===== config.mk =====
export PLATFORM = sky130hd
export DESIGN_NAME = seg7_multi_display
export DESIGN_NICKNAME = d
export VERILOG_FILES = /design/src/rtl/seg7_pkg.sv /design/src/rtl/seg7_glyph.sv /design/src/rtl/seg7_multi_display.sv
export SDC_FILE = /design/constraint.sdc
export NUM_CORES = 1
export LEC_CHECK = 0
export CAP_MARGIN = 20
export CORE_AREA = 5 5 113 115
export CTS_CLUSTER_DIAMETER = 40
export DETAILED_ROUTE_END_ITERATION = 12
export DIE_AREA = 0 0 118 120
export PLACE_DENSITY_LB_ADDON = 0.2
export SYNTH_ARGS = -nofsm -noshare
export SYNTH_HDL_FRONTEND = slang
export SYNTH_HIERARCHICAL = 1
export SYNTH_SLANG_ARGS = --single-unit

===== constraint.sdc =====
create_clock -name clk -period 4.5 [get_ports clk]
set_input_delay 1.125 -clock clk [delete_from_list [all_inputs] [get_ports clk]]
set_output_delay 1.125 -clock clk [all_outputs]
set_load 0.05 [all_outputs]

===== src/rtl/seg7_pkg.sv =====
// Shared types, glyph table and BCD helper for the multi-digit 7-segment driver.
package seg7_pkg;

  typedef enum logic [1:0] {
    IDLE    = 2'd0,
    CONVERT = 2'd1,
    UPDATE  = 2'd2
  } seg7_state_t;

  localparam logic [6:0] SEG7_BLANK = 7'b1111111;
  localparam logic [6:0] SEG7_DASH  = 7'b0111111;

  // gfedcba, active low, indexed by nibble value 0..F
  localparam logic [6:0] SEG7_GLYPH [16] = '{
    7'b1000000, 7'b1111001, 7'b0100100, 7'b0110000,
    7'b0011001, 7'b0010010, 7'b0000010, 7'b1111000,
    7'b0000000, 7'b0010000, 7'b0001000, 7'b0000011,
    7'b1000110, 7'b0100001, 7'b0000110, 7'b0001110
  };

  function automatic logic [3:0] dabble_digit(input logic [3:0] d);
    if (d >= 4'd5) begin
      return d + 4'd3;
    end else begin
      return d;
    end
  endfunction

endpackage


===== src/rtl/seg7_glyph.sv =====
// Combinational nibble-to-glyph decoder with a forced-blank input.
module seg7_glyph
  import seg7_pkg::*;
(
  input  logic [3:0] nibble,
  input  logic       blank,
  output logic [6:0] glyph
);

  // Select blank or table glyph
  always_comb begin
    glyph = SEG7_BLANK;
    if (blank) begin
      glyph = SEG7_BLANK;
    end else begin
      glyph = SEG7_GLYPH[nibble];
    end
  end

endmodule


===== src/rtl/seg7_multi_display.sv =====
// Multi-digit 7-segment driver: captures a value on start, converts it serially to BCD
// (or splits into nibbles in hex mode) and drives registered active-low glyphs.
module seg7_multi_display
  import seg7_pkg::*;
#(
  parameter int WIDTH      = 16,
  parameter int NUM_DIGITS = 6,
  parameter int BLANK_LZ   = 1
) (
  input  logic                    clk,
  input  logic                    rst,
  input  logic                    start,
  input  logic [WIDTH-1:0]        value,
  input  logic                    hex_mode,
  output logic                    busy,
  output logic                    done,
  output logic                    overflow,
  output logic [7*NUM_DIGITS-1:0] segments
);

  localparam int BCDW = 4 * NUM_DIGITS;
  localparam int CW   = $clog2(WIDTH + 1);

  seg7_state_t             state_r;
  logic [WIDTH-1:0]        shift_r;
  logic [BCDW-1:0]         bcd_r;
  logic [CW-1:0]           cnt_r;
  logic                    hex_r;
  logic                    ovf_r;
  logic                    busy_r;
  logic                    done_r;
  logic                    overflow_r;
  logic [7*NUM_DIGITS-1:0] segments_r;

  logic [BCDW-1:0]         adj_s;
  logic [BCDW-1:0]         bcd_next_s;
  logic                    carry_s;
  logic [WIDTH+BCDW-1:0]   wide_s;
  logic [BCDW-1:0]         disp_s;
  logic                    ovf_s;
  logic [NUM_DIGITS-1:0]   blank_s;
  logic [6:0]              glyph_s [NUM_DIGITS];
  logic [7*NUM_DIGITS-1:0] seg_next_s;

  // One double-dabble step: add 3 to digits >= 5, then shift in the value MSB
  always_comb begin
    adj_s = bcd_r;
    for (int k = 0; k < NUM_DIGITS; k++) begin
      adj_s[4*k +: 4] = dabble_digit(bcd_r[4*k +: 4]);
    end
    carry_s    = adj_s[BCDW-1];
    bcd_next_s = {adj_s[BCDW-2:0], shift_r[WIDTH-1]};
  end

  // Digit source, overflow and leading-zero blanking for the pending display update
  always_comb begin : blank_logic
    logic seen_v;
    seen_v  = 1'b0;
    wide_s  = {{BCDW{1'b0}}, shift_r};
    disp_s  = hex_r ? wide_s[BCDW-1:0] : bcd_r;
    ovf_s   = hex_r ? (wide_s[WIDTH+BCDW-1:BCDW] != '0) : ovf_r;
    blank_s = '0;
    for (int k = NUM_DIGITS - 1; k >= 0; k--) begin
      blank_s[k] = ((BLANK_LZ != 0) && !seen_v && (disp_s[4*k +: 4] == 4'd0) && (k != 0))
                 || (!hex_r && (disp_s[4*k +: 4] > 4'd9));
      seen_v     = seen_v | (disp_s[4*k +: 4] != 4'd0);
    end
  end

  for (genvar g = 0; g < NUM_DIGITS; g++) begin : g_digit
    seg7_glyph u_glyph (
      .nibble (disp_s[4*g +: 4]),
      .blank  (blank_s[g]),
      .glyph  (glyph_s[g])
    );
  end

  // Pack glyphs, replacing every digit with a dash on overflow
  always_comb begin
    seg_next_s = '1;
    for (int k = 0; k < NUM_DIGITS; k++) begin
      seg_next_s[7*k +: 7] = ovf_s ? SEG7_DASH : glyph_s[k];
    end
  end

  // Control FSM with conversion datapath and registered outputs
  always_ff @(posedge clk or posedge rst) begin
    if (rst) begin
      state_r    <= IDLE;
      shift_r    <= '0;
      bcd_r      <= '0;
      cnt_r      <= '0;
      hex_r      <= 1'b0;
      ovf_r      <= 1'b0;
      busy_r     <= 1'b0;
      done_r     <= 1'b0;
      overflow_r <= 1'b0;
      segments_r <= '1;
    end else begin
      done_r <= 1'b0;
      case (state_r)
        IDLE: begin
          if (start) begin
            shift_r <= value;
            hex_r   <= hex_mode;
            bcd_r   <= '0;
            ovf_r   <= 1'b0;
            cnt_r   <= '0;
            busy_r  <= 1'b1;
            state_r <= hex_mode ? UPDATE : CONVERT;
          end
        end
        CONVERT: begin
          bcd_r   <= bcd_next_s;
          ovf_r   <= ovf_r | carry_s;
          shift_r <= {shift_r[WIDTH-2:0], 1'b0};
          cnt_r   <= cnt_r + CW'(1);
          if (cnt_r == CW'(WIDTH - 1)) begin
            state_r <= UPDATE;
          end
        end
        UPDATE: begin
          segments_r <= seg_next_s;
          overflow_r <= ovf_s;
          done_r     <= 1'b1;
          busy_r     <= 1'b0;
          state_r    <= IDLE;
        end
        default: begin
          state_r <= IDLE;
          busy_r  <= 1'b0;
        end
      endcase
    end
  end

  assign busy     = busy_r;
  assign done     = done_r;
  assign overflow = overflow_r;
  assign segments = segments_r;

endmodule


# Word-level counts from Yosys, hierarchy flattened
# Memory sizes are Yosys's and may differ from the RTL's.
# Cells that the tools add are included.
# classes
reduce_logical	35
eq_ne	5
mux	47
bitwise	11
n_addsub	7
magnitude_cmp	18
# op_table
cell	count
$mux 7	24
$mux 24	2
$pmux 24 s2	1
$pmux 16 s2	1
$ge 5x5->1 const B	6
$not 4->5	6
$add 4x2->4 const B	6
$ge 4x3->1 const B	6
$gt 4x4->1 const B	6
$mux 4	6
$logic_not 4->1	5
$mux 16	1
$reduce_bool 4->1	4
$logic_and 1x1->1	10
$pmux 5 s2	1
$reduce_and 2->1	4
$mux 2	3
$add 5x1->5 const B	1
$eq 5x4->1 const B	1
$logic_not 1->1	5
$logic_or 1x1->1	5
$mux 5	1
$mux 1	4
$ne 2x2->1 const B	2
other kinds (8)	12
# word_totals
mem_count	6
romBits	672
out_inout_bits	45
input_bits	20
register_bits	94
wordCells	139
# memory_table
name	words	word_bits	read_ports	rd_clocked_by_memory_dff	write_ports	line	source
(no name shown)	16	7	1	0	0	seg7_glyph.sv:16	glyph = SEG7_GLYPH[nibble];
(no name shown)	16	7	1	0	0	seg7_glyph.sv:16	
(no name shown)	16	7	1	0	0	seg7_glyph.sv:16	
(no name shown)	16	7	1	0	0	seg7_glyph.sv:16	
(no name shown)	16	7	1	0	0	seg7_glyph.sv:16	
(no name shown)	16	7	1	0	0	seg7_glyph.sv:16	

# Depth between registers and ports, before layout
# Gate-level depths: netlist (run 1).
# depth
word_depth	10
mapped_depth	11
depth_no_buf	8

# Modules after synthesis
# The synthesis (run 1) kept the hierarchy.
# by_module_without_submodules
mod	area_per_inst_um2	n_inst	seq_area_each_um2	cells_per_inst
seg7_multi_display	4478.0	1	2404.8	424
seg7_glyph at g_digit[3].u_glyph ...	299.0	3	0.0	35
seg7_glyph at g_digit[0].u_glyph ...	295.3	2	0.0	35
seg7_glyph at g_digit[2].u_glyph	274.0	1	0.0	39

# Worst setup path before layout (run 1)
# OpenSTA, ideal clock, no wires.
# synth_timing
kind	register to register
start	register hex_r
end	register segments_r[22] (netlist: segments[22])
required_ns	4.420
period_less_slack_ns	2.717
stages_incl_launch_ff	10
setup_ns	0.080
arrival_ns	2.637
n_path_buf	3
path_slack_ns	1.783
cell_sequence	dfrtp_1 > buf_6 > clkbuf_1 > clkbuf_1 > o21ai_0 > inv_1 > ha_1 > or2_2 > a311o_1 > o22a_1
# synth_lines
element	line	source
from (decl)	seg7_multi_display.sv:28	logic hex_r;
from (signal assigned)	seg7_multi_display.sv:105	hex_r <= hex_mode;
to (signal assigned)	seg7_multi_display.sv:123	segments_r <= seg_next_s;
to (decl)	seg7_multi_display.sv:33	logic [7*NUM_DIGITS-1:0] segments_r;

==> metrics.log, run 1 <==
[metrics] outcome: completed
[metrics] min Tclk post-route: 3.00 ns
[metrics] TritonCTS clock tree: built
[metrics] Hold Fails Final Rpt: 0
[metrics] setup TNS after final layout: 0 ns
[metrics] count of input and output buffers: 64
[metrics] post-synthesis instance area: 6240 µm²
[metrics] post-detailed-route DRC marker count: 0
[metrics] Layout area overhead: 14.6%
[metrics] antenna cell count: 0
[metrics] post-route antenna net violation count: 0
[metrics] setup-violating endpoint count in the final report: 0
[metrics] Overall Global Routing Usage: 20.7%
[metrics] Final Wtd Congestion: between 0.8 and 0.9
[metrics] worst setup path class: register to register
[metrics] number of buffers added by the clock tree synthesis step: 9
[metrics] number of post-CTS setup repair buffers: 0
[metrics] Worst Max-Slew Pin Slew: 1.01 ns
[metrics] count of nets after finishing: 757
[metrics] share of cells above drive strength 1: 13.1%
[metrics] required time reported for the critical path endpoint: 4.78 ns
[metrics] critical path endpoint category: register
[metrics] root buffer cell: sky130_fd_sc_hd__clkbuf_16
[metrics] Sinks on Clock Net: 94
[metrics] # H-tree levels: 3
[metrics] core area: about 12000 µm²
[metrics] vias after detailed routing: roughly 5000
[metrics] die boundary height: 120 µm
[metrics] pin count of the biggest net entering global routing: 64
[metrics] floorplan die area: ~14000 µm²
[metrics] worst clock skew: ~0.008 ns
[metrics] DRC violation total after the first TritonRoute iteration: 287
[metrics] hold buffer count at cts: 0
[metrics] number of enable-type register cells in the synthesized netlist: 0
[metrics] list of cells traversed by the critical path: buf_4 > o21ai_0 > inv_1 > ha_1 > or2_2 > a311o_1 > o22a_1
[metrics] Worst path max stage delay: 0.62 ns
[metrics] FF+latch count, synth: 94
[metrics] width of the die: roughly 120 µm
[metrics] async set or reset register ratio after synthesis: 100%
[metrics] Startpoint Class: register
[metrics] latest clock arrival within the worst-skew pair: 0.35 ns
[metrics] critical-path maximum fanout: 20
[metrics] synthesis warning total: 6
[metrics] count of cell types in the netlist: 54
[metrics] count of pins on the block boundary: 65
[metrics] HPWL after detailed placement: between 9 and 10 mm
[metrics] library cell with the largest summed area after synthesis: sky130_fd_sc_hd__dfrtp_1
[metrics] maxcap violations: 0
[metrics] wire length of the first global-routing pass: 24.2 mm
[metrics] number of pins with negative max-slew slack in the final report: 0
[metrics] endpoint arrival time on the critical path: between 3 and 4 ns
[metrics] Via density: about 6.0
[metrics] top cell family by delay on the critical path: compound AO/OA/AOI/OAI gates
[metrics] starting density of the core: between 50% and 60%
[metrics] type of the worst min-delay path: register to register
[metrics] area fraction of the dominant cell type after synthesis: 20.9%
[metrics] number of instances in the synthesized netlist: 638
[metrics] most used flip-flop cell after synthesis: sky130_fd_sc_hd__dfrtp_1
[metrics] Congestion Overflow GR: 0
[metrics] top post-synthesis cells by area: sky130_fd_sc_hd__dfrtp_1, sky130_fd_sc_hd__dfstp_2, sky130_fd_sc_hd__ha_1
[metrics] startpoint of the lowest-slack hold path: cnt_r[3]
[metrics] clock slew seen by the registers of the worst setup and hold paths: 0.07 ns
[metrics] proportion of synthesized chip area in sequential cells: 38.5%
[metrics] unrepaired setup endpoints after global routing: false
[metrics] buffers plus inverters on the worst setup path: 2
[metrics] Avg WL per Cell: 17.3 µm
[metrics] Reg-to-Reg Start: hex_r
[metrics] count of cells resized by post-cts repair: 0
[metrics] Final Non-Filler Cells: 833
[metrics] relative slew slack: about a third
[metrics] share of the clock period used by the worst path: between 60% and 70%
[metrics] Pre-antenna DRT Iters: 5
[metrics] number of placement rows: 40
[metrics] timing startpoint of the critical path: hex_r
[metrics] number of antenna violations at the first check in global routing: 0
[metrics] Longest Clk Path Bufs: 2
[metrics] Worst path slowest cell: sky130_fd_sc_hd__o21ai_0
[metrics] vias in the first global route: 4881
[metrics] Total Wirelength: 14.4 mm
[metrics] upper clock frequency limit: 0.334 GHz
[metrics] number of instances in the placed design: 817
[metrics] Mean Syn Cell Area: 9.78 µm²
[metrics] worst hold margin: between 0.5 and 0.6 ns
[metrics] Synthesized Nets: 714
[path summary, 6_finish.rpt]
path,to,depth (start not counted),slack (ns)
setup / recovery,segments[22],7,1.50
hold / removal,cnt_r[3],1,0.51
setup reg to reg,segments[22],7,1.50
hold reg to reg,cnt_r[3],1,0.51
max in group asynchronous,segments[8],3,2.48
min in group asynchronous,bcd_r[20],2,1.26
[synth_stat cells (all sizes together) (6+ instances only)]
master  count
o22ai      18
nor2b      16
dfstp      42
a221o      10
o21ai      40
a311o       6
nand2b     19
a21oi      12
mux2       22
xnor2       6
a32o        6
o22a       36
buf        27
a32oi      10
and3        6
nand3      21
clkbuf     12
dfrtp      52
nor2       56
nand2      39
mux2i      18
inv        40
o31ai      11
a22o        6
ha         56
[state kept, by name (all words and copies together), names as in the netlist]
signal and flops:
hex_r 1, ovf_r 1, segments 42, done 1
bcd_r 24, cnt_r 5, overflow 1, state_r 2
busy 1, shift_r 16
[cells by family (layout without fill, tap and decap cells)]
family          after synthesis  after routing  share of synthesized area [%]
compound gates              177            177                           21.2
xor+xnor                     11             11                           1.54
fa+ha+maj                    56             56                           11.2
buf+inv                      79            127                           6.34
flops                        94             94                           38.5
mux                          40             40                           6.86
simple gates                181            181                           14.3
[per-stage QoR]
stage / cell area (µm²) / utilization [%] / setup WS [ns]
after floorplan: 6240 / - / 0.996
after CTS: 7150 / 61.1 / 1.52
after global routing: 7150 / 61.1 / 1.24
after detailed placement: 6890 / 58.8 / 1.48
after global placement: 6890 / 58.8 / 1.52
final: 7150 / 61.1 / 1.50
[layout by cell type, fill, tap and decap left out, types with 12 or more instances in the layout]
cell	Yosys	final
sky130_fd_sc_hd__nand2_1	36	36
sky130_fd_sc_hd__inv_1	40	39
sky130_fd_sc_hd__nand3_1	21	21
sky130_fd_sc_hd__mux2i_1	18	18
sky130_fd_sc_hd__o21ai_0	39	39
sky130_fd_sc_hd__dfrtp_1	52	52
sky130_fd_sc_hd__clkdlybuf4s50_1	0	64
sky130_fd_sc_hd__mux2_2	12	12
sky130_fd_sc_hd__nand2b_1	19	18
sky130_fd_sc_hd__o22ai_1	17	17
sky130_fd_sc_hd__a21oi_1	12	12
sky130_fd_sc_hd__o22a_1	36	36
sky130_fd_sc_hd__dfstp_2	42	42
sky130_fd_sc_hd__nor2_1	56	56
sky130_fd_sc_hd__ha_1	56	56
sky130_fd_sc_hd__nor2b_1	14	14
[layer usage]
layer  track usage, %  part of all wire (%)
met5                0                     0
met2             34.5                    49
met3             3.96                   4.0
met4             5.81                   1.3
met1             27.5                    46
[final cells by class]
type	instances	area, µm²
clock inverter	2	10.0
inverter	40	151
sequential	94	2400
fill	1034	4560
timing repair buffer	71	706
clock buffer	14	254
multi-input combinational	465	3440
tap	147	184
Power of run 1 is not shown: default switching activity piles up to over one toggle a cycle in this logic, so the estimate is an artifact.
==> run 2: changes to the inputs <==
Settings changed: CORE_AREA 5 5 113 115 to 5 5 116 118, DIE_AREA 0 0 118 120 to 0 0 121 123.
Clock period 4.5 ns to 2.6 ns, I/O delays scaled along.
==> metrics.log, run 2 (synthesis gave the netlist of run 1 again) <==
[metrics] hold buffer count at cts: 0
[metrics] buffers plus inverters on the worst setup path: 1
[metrics] Worst path slowest cell: sky130_fd_sc_hd__clkdlybuf4s50_1
[metrics] unrepaired setup endpoints after global routing: false
[metrics] Via density: between 5 and 6
[metrics] critical-path maximum fanout: 2
[metrics] upper clock frequency limit: 0.427 GHz
[metrics] wire length of the first global-routing pass: ~24 mm
[metrics] clock slew seen by the registers of the worst setup and hold paths: 0.06 ns
[metrics] count of input and output buffers: 64
[metrics] Total Wirelength: 14.1 mm
[metrics] core area: 12400 µm²
[metrics] Startpoint Class: register
[metrics] Longest Clk Path Bufs: 2
[metrics] min Tclk post-route: between 2 and 2.5 ns
[metrics] worst setup path class: register to primary output
[metrics] DRC violation total after the first TritonRoute iteration: 328
[metrics] critical path endpoint category: primary output
[metrics] Hold Fails Final Rpt: 0
[metrics] Reg2Reg Setup Slack: 0.28 ns
[metrics] share of the clock period used by the worst path: 90.0%
[metrics] endpoint arrival time on the critical path: 1.69 ns
[metrics] Final Wtd Congestion: about 0.85
[metrics] Congestion Overflow GR: 0
[metrics] type of the worst min-delay path: register to register
[metrics] leading cell type in the layout, fill and taps excluded: sky130_fd_sc_hd__clkdlybuf4s50_1
[metrics] Avg WL per Cell: 15.9 µm
[metrics] outcome: completed
[metrics] antenna cell count: 0
[metrics] Largest register FFs: 42
[metrics] fill count: 1057
[metrics] die boundary height: 123 µm
[metrics] Worst path max stage delay: 0.81 ns
[metrics] required time reported for the critical path endpoint: 1.95 ns
[metrics] Pre-antenna DRT Iters: 4
[metrics] floorplan die area: 14900 µm²
[metrics] share of cells above drive strength 1: 17.1%
[metrics] relative slew slack: 46.5%
[metrics] # H-tree levels: 3
[metrics] setup TNS after final layout: 0 ns
[metrics] number of pins with negative max-slew slack in the final report: 0
[metrics] post-route antenna net violation count: 0
[metrics] vias in the first global route: 4912
[metrics] TritonCTS clock tree: built
[metrics] count of nets after finishing: 786
[metrics] maxcap violations: 0
[metrics] Post-Place Cell Area: 7160 µm²
[metrics] number of buffers added by the clock tree synthesis step: 9
[metrics] width of the die: 121 µm
[metrics] Sinks on Clock Net: 94
[metrics] number of post-CTS setup repair buffers: 0
[metrics] HPWL after detailed placement: 9.96 mm
[metrics] Overall Global Routing Usage: 20.1%
[metrics] post-route standard cell area excluding fillers: 7500 µm²
[metrics] latest clock arrival within the worst-skew pair: 0.35 ns
[metrics] count of cells resized by post-cts repair: 0
[metrics] Layout area overhead: 20.2%
[metrics] list of cells traversed by the critical path: clkdlybuf4s50_1
[metrics] worst clock skew: 0.00421 ns
[metrics] count of pins on the block boundary: 65
[metrics] vias after detailed routing: 5013
[metrics] Worst Max-Slew Pin Slew: ~0.79 ns
[metrics] number of placement rows: 41
[metrics] starting density of the core: between 50% and 60%
[metrics] post-detailed-route DRC marker count: 0
[metrics] setup-violating endpoint count in the final report: 0
[metrics] pin count of the biggest net entering global routing: 95
[metrics] root buffer cell: sky130_fd_sc_hd__clkbuf_16
[metrics] number of antenna violations at the first check in global routing: 0
[metrics] most frequent cells in the layout: sky130_fd_sc_hd__clkdlybuf4s50_1, sky130_fd_sc_hd__nor2_1, sky130_fd_sc_hd__ha_1, sky130_fd_sc_hd__dfrtp_1, sky130_fd_sc_hd__dfstp_2
[metrics] top cell family by delay on the critical path: buffers and inverters
-- run 2: cell count changes in the layout (fill, tap and decap cells not counted), sizes merged --
cell,previous run,this run
clkinvlp,0,1
clkinv,3,1
clkbuf,14,13
bufinv,0,2
buf,7,36
-- run 2: metal layers --
layer | vias up | share of wire [%] | track usage, %
li1 | 2461 | - | -
met1 | 2454 | 47 | 28.0
met2 | 86 | 48 | 32.7
met3 | 12 | 3.4 | 2.84
met4 | 0 | 1.2 | 6.37
met5 | - | 0 | 0
-- run 2: area by class of cell --
cell class	count	area [µm²]	area share, %
timing repair buffer	100	948	12.6
tap	172	215	2.87
multi-input combinational	465	3440	45.9
inverter	40	154	2.05
clock inverter	3	65.1	0.868
clock buffer	13	270	3.60
sequential	94	2400	32.1
-- run 2: path summary, 6_finish.rpt --
path,depth (start not counted),to,from
max,1,segments[15],segments[15]
min,1,cnt_r[3],cnt_r[3]
max reg2reg,8,segments[22],hex_r
min reg2reg,1,cnt_r[3],cnt_r[3]
max in group asynchronous,3,segments[21],rst
min in group asynchronous,3,bcd_r[2],rst
-- run 2: through the flow --
stage,std cells,util (%),worst slack [ns],hold WS (ns)
5_1_grt,887,60.7,0.113,0.537
3_5_place_dp,871,57.9,0.156,0.481
2_1_floorplan,638,-,0.0105,0.449
4_1_cts,887,60.7,0.245,0.490
6_report,887,60.7,0.260,0.491
3_3_place_gp,871,57.9,0.220,0.473
Power of run 2 is left out for the same reason.
